$ cat src/rtl/game_pkg.sv
// ---------------------------------------------------------------------------
// game_pkg
// Shared screen and task codes for the game flow controller and the drawing
// stage, so both sides agree on what each numeric code means.
//   - ST_*   : 4-bit screen codes driven on game_flow_ctrl.state
//   - TODO_* : 2-bit task codes driven on game_flow_ctrl.todo
//   - isStage(): true for the three playable stage screens
// ---------------------------------------------------------------------------
package game_pkg;

    localparam logic [3:0] ST_TITLE    = 4'd0;
    localparam logic [3:0] ST_STAFF    = 4'd1;
    localparam logic [3:0] ST_STAGE1   = 4'd2;
    localparam logic [3:0] ST_SUCCESS1 = 4'd3;
    localparam logic [3:0] ST_STAGE2   = 4'd4;
    localparam logic [3:0] ST_SUCCESS2 = 4'd5;
    localparam logic [3:0] ST_STAGE3   = 4'd6;
    localparam logic [3:0] ST_SUCCESS3 = 4'd7;
    localparam logic [3:0] ST_FAIL     = 4'd8;
    localparam logic [3:0] ST_HELP     = 4'd9;

    localparam logic [1:0] TODO_NONE       = 2'd0;
    localparam logic [1:0] TODO_FIND_KEY   = 2'd1;
    localparam logic [1:0] TODO_FIND_LIGHT = 2'd2;
    localparam logic [1:0] TODO_FIND_DOOR  = 2'd3;

    // Gameplay events are only meaningful on the three stage screens.
    function automatic logic isStage(input logic [3:0] s);
        return (s == ST_STAGE1) || (s == ST_STAGE2) || (s == ST_STAGE3);
    endfunction

endpackage

$ cat src/rtl/ui_button_hit.sv
// ---------------------------------------------------------------------------
// ui_button_hit
// Combinational test of one on-screen button: a hit is a click while the
// cursor lies in the half-open rectangle [x0,x1) x [y0,y1) of the 320x240
// UI space.
//   click_i  : one-cycle mouse press pulse
//   x_i, y_i : cursor position (9 bits each)
//   hit_o    : button pressed this cycle
// ---------------------------------------------------------------------------
module ui_button_hit #(
    parameter logic [8:0] x0 = 9'd120,
    parameter logic [8:0] x1 = 9'd200,
    parameter logic [8:0] y0 = 9'd0,
    parameter logic [8:0] y1 = 9'd0
) (
    input  logic       click_i,
    input  logic [8:0] x_i,
    input  logic [8:0] y_i,
    output logic       hit_o
);

    assign hit_o = click_i && (x_i >= x0) && (x_i < x1) && (y_i >= y0) && (y_i < y1);

endmodule

$ cat src/rtl/game_flow_ctrl.sv
// ---------------------------------------------------------------------------
// game_flow_ctrl
// Screen flow, per-stage task progress, key count, lives and stage unlock
// mask for the game. All outputs are registered.
//   clk, rst_n                  : clock, synchronous active-low reset
//   click, mouse_x, mouse_y     : mouse press pulse and cursor (UI space)
//   evt_key/light/door/hit      : one-cycle gameplay event pulses
//   state, todo                 : screen code and current task code
//   key_find, life, play_valid  : keys held, lives left, stage unlock mask
// Build option: define STAGE_UNLOCK_ALL_EN to start with every stage
// unlocked (play_valid resets to 4'b1110).
// ---------------------------------------------------------------------------
module game_flow_ctrl
    import game_pkg::*;
#(
    parameter logic [25:0] HIT_GUARD_CYCLES = 26'd50_000_000
) (
    input  logic       clk,
    input  logic       rst_n,
    input  logic       click,
    input  logic [8:0] mouse_x,
    input  logic [8:0] mouse_y,
    input  logic       evt_key,
    input  logic       evt_light,
    input  logic       evt_door,
    input  logic       evt_hit,
    output logic [3:0] state,
    output logic [1:0] todo,
    output logic [1:0] key_find,
    output logic [1:0] life,
    output logic [3:0] play_valid
);

`ifdef STAGE_UNLOCK_ALL_EN
    localparam logic [3:0] PLAY_VALID_RST = 4'b1110;
`else
    localparam logic [3:0] PLAY_VALID_RST = 4'b0010;
`endif

    logic [3:0]  state_q, state_d;
    logic [1:0]  todo_q, todo_d;
    logic [1:0]  keyFind_q, keyFind_d;
    logic [1:0]  life_q, life_d;
    logic [25:0] guard_q, guard_d;
    logic [3:0]  playValid_q, playValid_d;

    // Several screens share a rectangle, so one instance serves each
    // distinct rectangle and the screen decides what it means.
    logic hitY120, hitY150, hitY180, hitY210, hitY140, hitY200;

    ui_button_hit #(.y0(9'd120), .y1(9'd140)) uBtnY120 (.click_i(click), .x_i(mouse_x), .y_i(mouse_y), .hit_o(hitY120));
    ui_button_hit #(.y0(9'd150), .y1(9'd170)) uBtnY150 (.click_i(click), .x_i(mouse_x), .y_i(mouse_y), .hit_o(hitY150));
    ui_button_hit #(.y0(9'd180), .y1(9'd200)) uBtnY180 (.click_i(click), .x_i(mouse_x), .y_i(mouse_y), .hit_o(hitY180));
    ui_button_hit #(.y0(9'd210), .y1(9'd230)) uBtnY210 (.click_i(click), .x_i(mouse_x), .y_i(mouse_y), .hit_o(hitY210));
    ui_button_hit #(.y0(9'd140), .y1(9'd160)) uBtnY140 (.click_i(click), .x_i(mouse_x), .y_i(mouse_y), .hit_o(hitY140));
    ui_button_hit #(.y0(9'd200), .y1(9'd220)) uBtnY200 (.click_i(click), .x_i(mouse_x), .y_i(mouse_y), .hit_o(hitY200));

    // Next-state logic. A hit that empties the last life wins over every
    // other event; otherwise only the task that is currently asked for can
    // advance, which gives door > key > light without extra arbitration.
    // Stage / title / success entry side effects are applied afterwards
    // by comparing the old and new screen.
    always_comb begin
        state_d     = state_q;
        todo_d      = todo_q;
        keyFind_d   = keyFind_q;
        life_d      = life_q;
        guard_d     = (guard_q != 26'd0) ? guard_q - 26'd1 : 26'd0;
        playValid_d = playValid_q;

        case (state_q)
            ST_TITLE: begin
                if (hitY120)                         state_d = ST_STAGE1;
                else if (hitY150 && playValid_q[2])  state_d = ST_STAGE2;
                else if (hitY180 && playValid_q[3])  state_d = ST_STAGE3;
                else if (hitY210)                    state_d = ST_HELP;
            end
            ST_SUCCESS1: begin
                if (hitY140)      state_d = ST_STAGE2;
                else if (hitY180) state_d = ST_TITLE;
            end
            ST_SUCCESS2: begin
                if (hitY140)      state_d = ST_STAGE3;
                else if (hitY180) state_d = ST_TITLE;
            end
            ST_SUCCESS3: begin
                if (hitY150) state_d = ST_STAFF;
            end
            ST_FAIL: begin
                if (hitY140)      state_d = ST_STAGE3;
                else if (hitY180) state_d = ST_TITLE;
            end
            ST_STAFF: begin
                if (hitY180) state_d = ST_TITLE;
            end
            ST_HELP: begin
                if (hitY200) state_d = ST_TITLE;
            end
            ST_STAGE1, ST_STAGE2, ST_STAGE3: begin
                if (evt_hit && state_q == ST_STAGE3 && guard_q == 26'd0) begin
                    life_d  = life_q - 2'd1;
                    guard_d = HIT_GUARD_CYCLES;
                end
                if (evt_hit && state_q == ST_STAGE3 && guard_q == 26'd0 && life_q == 2'd1) begin
                    state_d = ST_FAIL;
                    todo_d  = TODO_NONE;
                end else if (evt_door && todo_q == TODO_FIND_DOOR) begin
                    state_d = state_q + 4'd1;
                    todo_d  = TODO_NONE;
                end else if (evt_key && todo_q == TODO_FIND_KEY) begin
                    if (keyFind_q != 2'd3) keyFind_d = keyFind_q + 2'd1;
                    if (keyFind_q == 2'd2) todo_d = TODO_FIND_DOOR;
                end else if (evt_light && todo_q == TODO_FIND_LIGHT) begin
                    todo_d = TODO_FIND_KEY;
                end
            end
            default: state_d = ST_TITLE;
        endcase

        if (isStage(state_d) && !isStage(state_q)) begin
            keyFind_d = 2'd0;
            life_d    = 2'd3;
            guard_d   = 26'd0;
            todo_d    = (state_d == ST_STAGE2) ? TODO_FIND_LIGHT : TODO_FIND_KEY;
        end
        if (state_d == ST_TITLE && state_q != ST_TITLE) todo_d = TODO_NONE;
        if (state_d == ST_SUCCESS1) playValid_d[2] = 1'b1;
        if (state_d == ST_SUCCESS2) playValid_d[3] = 1'b1;
        playValid_d[1:0] = 2'b10;
    end

    // State registers; reset wins over every input in the same edge.
    always_ff @(posedge clk) begin
        if (!rst_n) begin
            state_q     <= ST_TITLE;
            todo_q      <= TODO_NONE;
            keyFind_q   <= 2'd0;
            life_q      <= 2'd3;
            guard_q     <= 26'd0;
            playValid_q <= PLAY_VALID_RST;
        end else begin
            state_q     <= state_d;
            todo_q      <= todo_d;
            keyFind_q   <= keyFind_d;
            life_q      <= life_d;
            guard_q     <= guard_d;
            playValid_q <= playValid_d;
        end
    end

    assign state      = state_q;
    assign todo       = todo_q;
    assign key_find   = keyFind_q;
    assign life       = life_q;
    assign play_valid = playValid_q;

endmodule

$ cat config.mk
export PLATFORM = sky130hd
export DESIGN_NAME = game_flow_ctrl
export DESIGN_NICKNAME = d
export VERILOG_FILES = /design/src/rtl/game_pkg.sv /design/src/rtl/ui_button_hit.sv /design/src/rtl/game_flow_ctrl.sv
export SDC_FILE = /design/constraint.sdc
export NUM_CORES = 1
export LEC_CHECK = 0
export BUFFER_PORTS_ARGS = -buffer_cell sky130_fd_sc_hd__clkbuf_2
export CAP_MARGIN = 10
export CORE_UTILIZATION = 57
export CTS_CLUSTER_DIAMETER = 100
export DETAILED_ROUTE_END_ITERATION = 12
export PLACE_DENSITY = 0.8
export SKIP_LAST_GASP = 1
export SLEW_MARGIN = 5
export SYNTH_ARGS = -nofsm -noshare
export SYNTH_HDL_FRONTEND = slang
export SYNTH_SLANG_ARGS = --single-unit
$ cat constraint.sdc
create_clock -name clk -period 3.6 [get_ports clk]
set_input_delay 0.72 -clock clk [delete_from_list [all_inputs] [get_ports clk]]
set_output_delay 0.72 -clock clk [all_outputs]
set_load 0.005 [all_outputs]
Yosys cells after proc, flatten, opt, wreduce, memory -nomap -nowiden --
Index checks and enable logic that the tools add are counted.
Storage, ports and cells: input bits 25, word-level logic and storage cells 116, output and inout port bits 14, register bits after elaboration 40
Cells by class: bitwise gates (word level) 3, eq/ne operators 21, add/subtract/negate cells 4, mux-type cells 23, magnitude comparators 14, reductions and logical operators 43
Operators with widths (count):
- two-way mux 26 bit | 3
- < comparator 9 x 8 -> 1 bit, second input constant | 7
- greater-or-equal comparator 9 x 8 -> 1 bit, second input constant | 5
- two-way mux 4 bit | 11
- equality test 4 x 3 -> 1 bit, second input constant | 7
- case mux 4 bit (7 select lines) | 1
- logical NOT 26 bit | 1
- nonzero test 26 bit | 1
- subtractor 26 x 1 -> 26 bit, second input constant | 1
- logical AND 1 bit | 24
- greater-or-equal comparator 9 x 7 -> 1 bit, second input constant | 2
- equality test 4 x 2 -> 1 bit, second input constant | 4
- two-way mux 2 bit | 8
- equality test 4 bit, second input constant | 2
- logical NOT 4 bit | 2
- equality test 2 bit, second input constant | 3
- OR reduction 2 bit | 3
- != test 5 x 3 -> 1 bit, second input constant | 1
- AND reduction 5 bit | 1
- nonzero test 5 bit | 1
- adder 4 x 1 -> 4 bit, second input constant | 1
- equality test 2 x 1 -> 1 bit, second input constant | 2
- equality test 4 x 1 -> 1 bit, second input constant | 1
- logical OR 1 bit | 4
- other kinds (10) | 12

Depth between registers and ports, before layout --
depth after elaboration 16, mapped depth 12, gate-level depth less buffers 10

Hierarchy --
A second synthesis with hierarchy kept.
Second synthesis, totals: cell total of the unflattened synthesis 330, area total of the unflattened synthesis 2758.9 um^2
By module, submodules not included:
- game_flow_ctrl | times used 1, area an instance 2337.2 um^2, cells each 281
- ui_button_hit at uBtnY120 | times used 1, area an instance 80.1 um^2, cells each 10
- ui_button_hit at uBtnY150 | times used 1, area an instance 77.6 um^2, cells each 9
- ui_button_hit at uBtnY180 | times used 1, area an instance 72.6 um^2, cells each 8
- ui_button_hit at uBtnY210 | times used 1, area an instance 71.3 um^2, cells each 9
- ui_button_hit at uBtnY140 | times used 1, area an instance 62.6 um^2, cells each 7
- ui_button_hit at uBtnY200 | times used 1, area an instance 57.6 um^2, cells each 6

Least setup slack after synthesis --
Ideal clock, no wire load.
path type input-to-reg, start point input port mouse_x[3], end point register guard_q[10], required time 3.459 ns, stages on the path 10, path slack 0.444 ns, data arrival time 3.015 ns, path buffers 2, cells stage by stage o31a_1 mux2i_1 nand2b_1 o311a_1 o32a_1 nor3b_2 a21bo_1 buf_6 buf_6 nor3_2
Between the ends: cells in the longest elaborated chain, start to end 15, elaborated cells on any way between the ends 35, classes of those cells 2 x order compare; 3 x eq/ne; 10 x mux; 20 x reduce/logical
Ends and longest elaborated chain:
- start, declared | RTL line game_flow_ctrl.sv:21 | input logic [8:0] mouse_x,
- greater-or-equal comparator 9 x 7 -> 1 bit | RTL line ui_button_hit.sv:22 | assign hit_o = click_i && (x_i >= x0) && (x_i < x1) && (y_i >= y0) && (y_i < y1);
- logical AND 1 bit | RTL line ui_button_hit.sv:22
- logical AND 1 bit (*) | RTL line ui_button_hit.sv:22
- logical AND 1 bit (2 in a row) | RTL line ui_button_hit.sv:22
- two-way mux 4 bit or logical AND 1 bit (tied branches) | RTL line game_flow_ctrl.sv:76, game_flow_ctrl.sv:75
- two-way mux 4 bit | RTL line game_flow_ctrl.sv:75 | else if (hitY180 && playValid_q[3]) state_d = ST_STAGE3;
- two-way mux 4 bit | RTL line game_flow_ctrl.sv:74 | else if (hitY150 && playValid_q[2]) state_d = ST_STAGE2;
- two-way mux 4 bit | RTL line game_flow_ctrl.sv:73 | if (hitY120) state_d = ST_STAGE1;
- case mux 4 bit (7 select lines) (*) | RTL line game_flow_ctrl.sv:71 | case (state_q)
- equality test 4 x 2 -> 1 bit or equality test 4 x 3 -> 1 bit (tied branches) | RTL line game_pkg.sv:29 | return (s == ST_STAGE1) || (s == ST_STAGE2) || (s == ST_STAGE3);
- logical OR 1 bit | RTL line game_pkg.sv:29
- logical OR 1 bit (*) | RTL line game_pkg.sv:29
- logical AND 1 bit (*) | RTL line game_flow_ctrl.sv:120 | if (isStage(state_d) && !isStage(state_q)) begin
- OR reduction 2 bit (no line) (*)
- end signal, assigned | RTL line game_flow_ctrl.sv:146 | guard_q <= guard_d;
- end, declared | RTL line game_flow_ctrl.sv:44 | logic [25:0] guard_q, guard_d;
Every way passes the cells marked *; elsewhere a longest branch is shown, timed or not. A chain may end at the register's enable or synchronous reset.

Worst setup path in the final report --
start point register guard_q[19], end point register guard_q[25]
Between the ends: cells in the longest elaborated chain, start to end 10, elaborated cells on any way between the ends 17, classes of those cells 1 x add/sub; 3 x eq/ne; 5 x mux; 8 x reduce/logical
Ends and longest elaborated chain:
- logical NOT 26 bit | RTL line game_flow_ctrl.sv:100, game_flow_ctrl.sv:104
- logical AND 1 bit | RTL line game_flow_ctrl.sv:100, game_flow_ctrl.sv:104
- logical AND 1 bit | RTL line game_flow_ctrl.sv:104 | if (evt_hit && state_q == ST_STAGE3 && guard_q == 26'd0 && life_q == 2'd1) begin
- two-way mux 4 bit | RTL line game_flow_ctrl.sv:104
- case mux 4 bit (7 select lines) | RTL line game_flow_ctrl.sv:71
- equality test 4 x 2 -> 1 bit or equality test 4 x 3 -> 1 bit (tied branches) | RTL line game_pkg.sv:29
- logical OR 1 bit (2 in a row) | RTL line game_pkg.sv:29
- logical AND 1 bit | RTL line game_flow_ctrl.sv:120
- OR reduction 2 bit (no line)
Several ways; a longest one is shown, not always the timed one.

==> flow_metrics.env <==
export IMPL_crit_buf_inv=1
export IMPL_via_per_inst=6.043
export IMPL_drv_slew=0
export IMPL_clk_pin_slew_ns=0.07
export IMPL_layout_drive_gt1_share_pct=22.51
export IMPL_start_util_pct=59.92
export IMPL_synth_main_ff_cell="dfxtp_1"
export IMPL_slew_limit_headroom_pct=57.61
export IMPL_cts_sinks=38
export IMPL_total_power_mw=1.941
export IMPL_tritoncts_num_buffers=5
export IMPL_antenna_found_initial=0
export IMPL_pre_cts_ws_ns=0.2739
export IMPL_final_area_um2=2957
export IMPL_ant_nets=0
export IMPL_avgSynthCellArea_um2=8.478
export IMPL_synthCells=312
export IMPL_hold_ws_ns=0.4992
export IMPL_postPlaceCellArea_um2=2844
export IMPL_rsz0062_at_grt="false"
export IMPL_end_kind="flip-flop"
export IMPL_grt_pass1_wl_mm=9.949
export IMPL_clockBufferDepth=2
export IMPL_route_detailed_drc=0
export IMPL_place_inst=387
export IMPL_crit_type="flip-flop to flip-flop"
export IMPL_final_cell_mix="dfxtp_1 (38), clkbuf_2 (32), nor2_1 (30)"
export IMPL_h_tree_depth=2
export IMPL_comb_power_share_pct=48.1
export IMPL_cp_top_family="simple AND/OR/NAND/NOR gates"
export IMPL_totalNegativeSetupSlack_ns=0
export IMPL_drt_iter0_drc=144
export IMPL_critical_path_required_ns=3.81
export IMPL_wl_met3_um=347
export IMPL_critPathMaxStageDelay_ns=0.56
export IMPL_postLayoutSetupSlackWorst_ns=0.4786
export IMPL_finClkSkew_ns=0.005466
export IMPL_synth_seq_cells=38
export IMPL_cts_resized=0
export IMPL_switching_share_pct=40.09
export IMPL_synth_top_area_share_pct=28.76
export IMPL_max_cap_violations=0
export IMPL_synth_top_cell_by_area="dfxtp_1"
export IMPL_min_period_over_period_pct=86.71
export IMPL_power_leakage_nw=1.198
export IMPL_seqPwrFrac_pct=33.1
export IMPL_cts_post_setup_buffers_inserted=0
export IMPL_dr_total_vias=2381
export IMPL_finalCriticalPeriod_ns=3.121
export IMPL_synth_edf_count=0
export IMPL_cp_arrival_ns=3.33
export IMPL_met2WireLength_mm=2.646
export IMPL_diodes=0
export IMPL_layout_nets=375
export IMPL_p_int_mw=1.163
export IMPL_grt_pass1_vias=2265
export IMPL_wl_per_cell_um=14.34
export IMPL_syn_area_um2=2645
export IMPL_outcome="complete, no violations"
export IMPL_wl_met1_mm=2.583
export IMPL_switchingPower_mw=0.7782
export IMPL_min_path_type="flip-flop to flip-flop"
export IMPL_postCtsHoldBufs=0
export IMPL_cp_max_fo=28
export IMPL_die_area_um2=4917
export IMPL_die_x_um=70.12
export IMPL_core_um2=4414
export IMPL_max_freq_mhz=320.4
export IMPL_synthDistinctLibCells=64
export IMPL_tritoncts="done"
export IMPL_final_util_pct=66.98
export IMPL_first_pass_iters=4
export IMPL_p_clk_share_pct=18.8
export IMPL_path_cells="or4_4 -> or4_4 -> nor4_4 -> or3_1 -> and3_1 -> a21oi_2 -> a21bo_1 -> buf_12 -> nor4_2"
export IMPL_syn_num_nets=345
export IMPL_setup_viol=0
export IMPL_wl_mm=5.648
export IMPL_place_congestion=0.8840
export IMPL_path_common_cell="or4_4"
export IMPL_clock_latency_ns=0.29
export IMPL_dieHeight_um=70.12
export IMPL_async_flop_share_pct=0
export IMPL_critical_path_slowest_cell="or4_4"
export IMPL_dpl_hpwl_mm=4.231
export IMPL_final_common_cell="dfxtp_1"
export IMPL_highest_layer="met4"
export IMPL_fin_cells=394
export IMPL_grt_max_degree=29
export IMPL_ys_seq_area_share_pct=28.76
export IMPL_area_delta_synth_final_pct=11.78
export IMPL_ios=39
export IMPL_ys_warn_count=0
export IMPL_rows=24
export IMPL_hold_viol_final=0
export IMPL_grt_total_usage_pct=24.70
export IMPL_worstMarginPinSlew_ns=0.6300
export IMPL_root_buffer="clkbuf_8"
export IMPL_synth_area_leaders="dfxtp_1 (29%), nor3_2 (6.1%), nor2_1 (4.3%), xnor2_1 (4.0%), xor2_1 (4.0%)"
export IMPL_overflow=0
export IMPL_io_buffers=32
export IMPL_p_per_area_nw_per_um2=656.5
export IMPL_start_kind="flip-flop"
export IMPL_peakVddDrop_mv=0.4531
[flip-flops by register name (all words and copies together), names as in the netlist]
name,flops
guard_q,26
state,4
key_find,2
life,2
play_valid,2
todo,2
[final timing paths]
| path | slack [ns] | startpoint | depth (start not counted) | to |
|---|---|---|---|---|
| max | 0.48 | guard_q[19]$_SDFF_PP0_ | 9 | guard_q[25]$_SDFF_PP0_ |
| min | 0.50 | guard_q[0]$_SDFF_PP0_ | 1 | guard_q[0]$_SDFF_PP0_ |
| max reg2reg | 0.48 | guard_q[19]$_SDFF_PP0_ | 9 | guard_q[25]$_SDFF_PP0_ |
| min reg2reg | 0.50 | guard_q[0]$_SDFF_PP0_ | 1 | guard_q[0]$_SDFF_PP0_ |
[power by group through the flow]
stage	Combinational [mW]	Sequential, mW	Clock, mW
final	0.933	0.642	0.366
after global routing	1.05	0.662	0.390
after CTS	0.940	0.642	0.371
after detailed placement	0.930	0.651	0
after global placement	0.898	0.646	0
after floorplan	0.752	0.630	0
[synth_stat cells, drive strengths merged, types with 2 or more instances]
cell    number
a211oi       3
a21o         2
a21oi        7
a31oi        5
and2         5
and3         5
and3b        2
and4b        2
buf          6
clkbuf       9
conb         2
dfxtp       38
ha           8
inv          9
mux2i        3
nand2       17
nand2b       9
nand3        6
nand3b       7
nand4        2
nor2        30
nor2b        3
nor3        34
nor3b        2
nor4        13
nor4bb       3
o211ai       3
o21a         3
o21ai        9
o22ai        2
o31a         2
o31ai        3
o32a         3
o32ai        2
o41a         2
or2          4
or3          5
or4          5
xnor2       12
xor2        12
[area by class of cell]
type	instances	area (um^2)
clock buffer	6	82.58
clock inverter	1	30.03
fill	391	1458
inverter	9	33.78
multi-input combinational	250	1767
sequential	38	760.7
tap	52	65.06
timing repair buffer	38	217.7
[worst register-to-register path: cells and delay by family (launching register included)]
family                 cells  cell delay (ns)
AND/OR/NAND/NOR            6             2.17
flip-flops                 1             0.34
AO/OA/AOI/OAI              2             0.34
buffers and inverters      1             0.18
[routing by layer]
metal  vias up  GRT usage (%)
met2        73          41.88
met4         0          6.444
li1       1202              -
met3        10          4.473
met5         -              0
met1      1096          32.28
[logic make-up after synthesis]
logic type,share of synthesized area [%]
xor gates and xnor gates,7.947
muxes,1.561
adders and majority gates,3.784
other,0.2839
AOI/OAI and AO/OA,15.14
DFF,28.76
buffers and inverters,4.872
and+or+nand+nor,37.65
Note: power is estimated with default switching activity, not from simulation.
